[config.mk]
export PLATFORM = sky130hd
export DESIGN_NAME = picorv32_bus_router
export DESIGN_NICKNAME = d
export VERILOG_FILES = /design/src/rtl/picorv32_bus_router.sv
export SDC_FILE = /design/constraint.sdc
export NUM_CORES = 1
export LEC_CHECK = 0
export BUFFER_PORTS_ARGS = -buffer_cell sky130_fd_sc_hd__buf_2
export CORE_AREA = 3 3 122 124
export DETAILED_ROUTE_END_ITERATION = 7
export DIE_AREA = 0 0 125 127
export HOLD_SLACK_MARGIN = 0.1
export PLACE_DENSITY = 0.7
export REMOVE_ABC_BUFFERS = 1
export SLEW_MARGIN = 20
export SYNTH_ARGS = -nofsm -noshare
export SYNTH_HDL_FRONTEND = slang
export SYNTH_SLANG_ARGS = --single-unit
[constraint.sdc]
create_clock -name clk -period 3.5 [get_ports clk]
set_clock_uncertainty 0.05 [all_clocks]
set_input_delay 0.35 -clock clk [delete_from_list [all_inputs] [get_ports clk]]
set_output_delay 0.35 -clock clk [all_outputs]
set_load 0.05 [all_outputs]
[src/rtl/picorv32_bus_router.sv]
// PicoRV32 native-bus router: decodes each request onto one of three slaves,
// returns a registered response and turns faults into error responses.
module picorv32_bus_router #(
  parameter logic [31:0] PROG_BASE = 32'h0010_0000,
  parameter logic [31:0] PROG_MASK = 32'hFFF0_0000,
  parameter logic [31:0] RAM_BASE  = 32'h0000_0000,
  parameter logic [31:0] RAM_MASK  = 32'hFFFF_0000,
  parameter logic [31:0] PER_BASE  = 32'h0000_0000,
  parameter logic [31:0] PER_MASK  = 32'hF000_0000,
  parameter int          TIMEOUT   = 16,
  parameter logic [31:0] ERR_DATA  = 32'hDEAD_BEEF
) (
  input  logic        clk,
  input  logic        rst,
  input  logic        mem_valid,
  output logic        mem_ready,
  input  logic [31:0] mem_addr,
  input  logic [31:0] mem_wdata,
  input  logic [3:0]  mem_wstrb,
  output logic [31:0] mem_rdata,
  output logic [2:0]  s_valid,
  output logic [31:0] s_addr,
  output logic [31:0] s_wdata,
  output logic [3:0]  s_wstrb,
  input  logic [2:0]  s_ready,
  input  logic [31:0] s_rdata0,
  input  logic [31:0] s_rdata1,
  input  logic [31:0] s_rdata2,
  output logic        err_flag,
  output logic [31:0] err_addr,
  output logic [7:0]  err_count,
  input  logic        err_clr
);

  typedef enum logic [1:0] {
    IDLE, ACTIVE, ERROR, DONE
  } state_t;

  state_t      state;
  logic [1:0]  sel;
  logic [7:0]  cnt;
  logic        hit_prog;
  logic        hit_ram;
  logic        hit_per;
  logic        sel_ready;
  logic [31:0] sel_rdata;

  assign hit_prog = (mem_addr & PROG_MASK) == PROG_BASE;
  assign hit_ram  = (mem_addr & RAM_MASK) == RAM_BASE;
  assign hit_per  = (mem_addr & PER_MASK) == PER_BASE;

  assign s_addr  = mem_addr;
  assign s_wdata = mem_wdata;
  assign s_wstrb = mem_wstrb;

  always_comb begin
    sel_ready = 1'b0;
    sel_rdata = s_rdata0;
    case (sel)
      2'd0: begin
        sel_ready = s_ready[0];
        sel_rdata = s_rdata0;
      end
      2'd1: begin
        sel_ready = s_ready[1];
        sel_rdata = s_rdata1;
      end
      default: begin
        sel_ready = s_ready[2];
        sel_rdata = s_rdata2;
      end
    endcase
  end

  always_ff @(posedge clk) begin
    if (rst) begin
      state     <= IDLE;
      sel       <= 2'd0;
      cnt       <= 8'd0;
      mem_ready <= 1'b0;
      mem_rdata <= 32'd0;
      s_valid   <= 3'b000;
      err_flag  <= 1'b0;
      err_addr  <= 32'd0;
      err_count <= 8'd0;
    end else begin
      mem_ready <= 1'b0;
      case (state)
        IDLE: begin
          // Regions overlap; earlier tests take priority.
          if (mem_valid) begin
            if (hit_prog && mem_wstrb != 4'h0) begin
              state <= ERROR;
            end else if (hit_prog) begin
              sel     <= 2'd0;
              s_valid <= 3'b001;
              state   <= ACTIVE;
            end else if (hit_ram) begin
              sel     <= 2'd1;
              s_valid <= 3'b010;
              state   <= ACTIVE;
            end else if (hit_per) begin
              sel     <= 2'd2;
              s_valid <= 3'b100;
              state   <= ACTIVE;
            end else begin
              state <= ERROR;
            end
          end
        end
        ACTIVE: begin
          cnt <= cnt + 8'd1;
          if (sel_ready) begin
            mem_rdata <= sel_rdata;
            mem_ready <= 1'b1;
            s_valid   <= 3'b000;
            state     <= DONE;
          end else if (cnt == 8'(TIMEOUT - 1)) begin
            s_valid <= 3'b000;
            state   <= ERROR;
          end
        end
        ERROR: begin
          mem_rdata <= ERR_DATA;
          mem_ready <= 1'b1;
          state     <= DONE;
        end
        default: begin
          cnt   <= 8'd0;
          state <= IDLE;
        end
      endcase

      // A same-cycle clear swallows the error event.
      if (err_clr) begin
        err_flag  <= 1'b0;
        err_addr  <= 32'd0;
        err_count <= 8'd0;
      end else if (state == ERROR) begin
        if (!err_flag) err_addr <= mem_addr;
        err_flag <= 1'b1;
        if (err_count != 8'hFF) err_count <= err_count + 8'd1;
      end
    end
  end

endmodule

==> results.txt <==
Setup Buffers After CTS = 0
RSZ-0062 raised after global routing = false
GRT overflow = 0
final cell count without fillers = 918
remaining antenna violation count = 0
GRT Resource Usage Total = 17.6%
die area = 15900 um2
first-pass detailed-route iteration total = 4
distinct cell type count after synthesis = 42
first-pass GRT wire length = 22.2 mm
Crit-path slowest cell = ha_1
max-slew violations = 0
Peak Freq = 424 MHz
Top Layer Used = met5
met3 WL post-DR = 1.72 mm
Critical R2R Capture = mem_rdata[7]
status = finished, final reports clean
Syn Area/Cell = 8.13 um2
clk slew on worst S/H paths = 0.06 ns
routability cong. = 0.821
Critical Path AT = 2.54 ns
number of global-route vias before repair = 4210
R2R Path Start = state[0]
placed instance count = 902
TritonCTS Buffers = 9
Synth async-reset ratio = 0%
Die Ht = 127 um
# H-tree levels = 3
hold path depth = 3
Final Hold Viols = 0
WHS = 0.210 ns
WS Path Type = reg2reg
register area share after synthesis = 38.6%
FP Rows = 43
CP bufs+invs = 3
Main synth FF type = dfxtp_1
CP top delay family = buffers and inverters
Leak Pwr = 2.64 nW
clk sinks = 89
total length of routed met2 wires = 6.54 mm
Max Cap Viol = 0
wire length on met1 = 5.96 mm
Die W = 125 um
power density of the placed cells = 725 nW/um2
Synth Cell Area = 4620 um2
clock root cell = clkbuf_16
Max VDD drop = 0.000382 V
Syn Inst Count = 568
CP required = 3.69 ns
CP cell instances = inv_1 > ha_1 > inv_2 > o21ai_4 > buf_4 > nor2_1 > a311oi_1
# DRC = 0
DRT iter0 DRCs = 152
TritonCTS clock tree = done
routed via count = 4383
hold-critical path endpoint = err_addr[9]
PostCTS Resize Cnt = 0
worst-path maximum fanout = 48
worst-skew pair later-pin latency = 0.34 ns
hold_buf cts = 0
Port Buffers = 251
drt total wl = 14.6 mm
Antenna Diode Count = 0
final worst path period need = 2.36 ns
Slew Limit Headroom = 55.5%
Max Root-Sink Buffers = 2
r2r worst-path depth = 7
hold_sp = mem_addr[9]
Worst path max stage delay = 0.41 ns
Final period util = 67.3%
layout cell share with drive strength beyond 1 = 38.1%
Area Overhead vs Synth = 26.1%
DR WL/cell = 15.9 um
core area = 13900 um2
Finish-stage setup viols = 0
Ys Warns = 0
IO Count = 316
flops & latches, synth = 89
measured slew at the worst slew-check pin = 0.667 ns
critical path endpoint category = register
HP Class = in2reg
routed vias/inst = 4.77
initial core utilization = 33.3%
Worst Setup Start Kind = register
post-detail-place hpwl = 11.5 mm
Post-synth EDFFs = 0
Post-layout nets = 910
FF-to-FF setup slack = 1.14 ns
largest net degree at the start of global routing = 52
initial antenna violation count = 0
total negative slack = 0 ns
[flip-flops by register name (all words and copies together) (netlist names)]
signal	count
err_addr	32
mem_rdata	32
cnt	8
err_count	8
s_valid	3
sel	2
state	2
err_flag	1
mem_ready	1
[Yosys cell counts (all sizes together) (3+ instances only)]
master  count  share of area, %
nand2     105               8.5
dfxtp      89                39
buf        75                12
nor2       54               4.4
a21oi      41               4.4
o21ai      36               3.9
mux2i      35               7.6
clkbuf     29               2.4
a311oi     26               5.3
xor2        9               1.7
a22oi       8               1.3
nand3       7              0.76
ha          6               1.6
inv         6              0.49
nand3b      5              0.81
and3        4              0.54
nand4       3              0.41
nor4        3              0.41
o41ai       3              0.73
xnor2       3              0.57
[through the flow]
| stage | power (mW) | util, % | instance area, um2 | setup slack, ns |
|---|---|---|---|---|
| after floorplan | 2.65 | - | 3960 | 0.000573 |
| after global placement | 3.25 | 39.7 | 5510 | 1.19 |
| after detailed placement | 3.27 | 39.7 | 5510 | 1.16 |
| after CTS | 4.28 | 41.9 | 5820 | 1.13 |
| after global routing | 4.49 | 41.9 | 5820 | 0.888 |
| final | 4.22 | 41.9 | 5820 | 1.14 |
[worst max-delay path by stage]
stage	cells past startpoint	from	slack (ns)	end
6_report	7	state[0]	1.14	mem_rdata[7]
5_1_grt	7	state[0]	0.89	mem_rdata[7]
4_1_cts	7	state[0]	1.13	mem_rdata[7]
3_5_place_dp	7	state[0]	1.16	mem_rdata[6]
3_3_place_gp	6	mem_addr[28]	1.19	s_valid[0]
2_1_floorplan	4	sel[0]	0.0006	mem_rdata[0]
[cell type report]
class / instances / area (um2)
Timing Repair Buffer: 258 / 1310
Fill cell: 1480 / 8060
Inverter: 6 / 22.5
Clock inverter: 2 / 35.0
Tap cell: 180 / 225
Clock buffer: 14 / 274
Sequential cell: 89 / 1780
Multi-Input combinational cell: 369 / 2170
[layer usage]
layer  global-route usage, %  vias up
met5                    4.95        -
met4                    5.42        2
met3                    10.4       25
met2                    27.2      172
met1                    20.3     1975
li1                        -     2209
[report_power, final]
| group | internal, mW | total, mW | switching, mW |
|---|---|---|---|
| clock | 0.611 | 0.986 | 0.375 |
| combinational | 0.467 | 1.91 | 1.44 |
| sequential | 1.22 | 1.32 | 0.104 |
| total | 2.30 | 4.22 | 1.92 |
[cells in the final DEF (no fill, tap or decap), types with 4 or more instances in the layout]
master	synthesis	final
a22oi_1	8	8
a311oi_1	25	25
ha_1	6	6
mux2i_1	35	35
inv_1	4	4
clkbuf_16	0	9
buf_4	68	7
nor2_1	54	53
o21ai_0	34	34
nand2_1	105	105
and3_1	4	4
nand3b_1	5	5
xor2_1	9	9
dfxtp_1	89	88
a21oi_1	41	41
nand3_1	7	7
buf_2	7	251
[kinds of logic after synthesis]
family                   Yosys count  share of synthesized area, %
flip-flops                        89                          38.6
buffers and inverters            110                          14.7
adder cells (fa/ha/maj)            6                          1.63
XOR/XNOR                          12                          2.28
AO/OA/AOI/OAI                    122                          17.3
AND/OR/NAND/NOR                  194                          18.0
multiplexers                      35                          7.59
[worst register-to-register path, delay by kind of cell, from the launching register on]
family / cells / cell delay (ns)
AOI/OAI and AO/OA: 2 / 0.51
buffers and inverters: 3 / 0.85
DFF: 1 / 0.34
adders and majority gates: 1 / 0.41
and+or+nand+nor: 1 / 0.09
No activity file was read; power rests on OpenSTA's default activity.
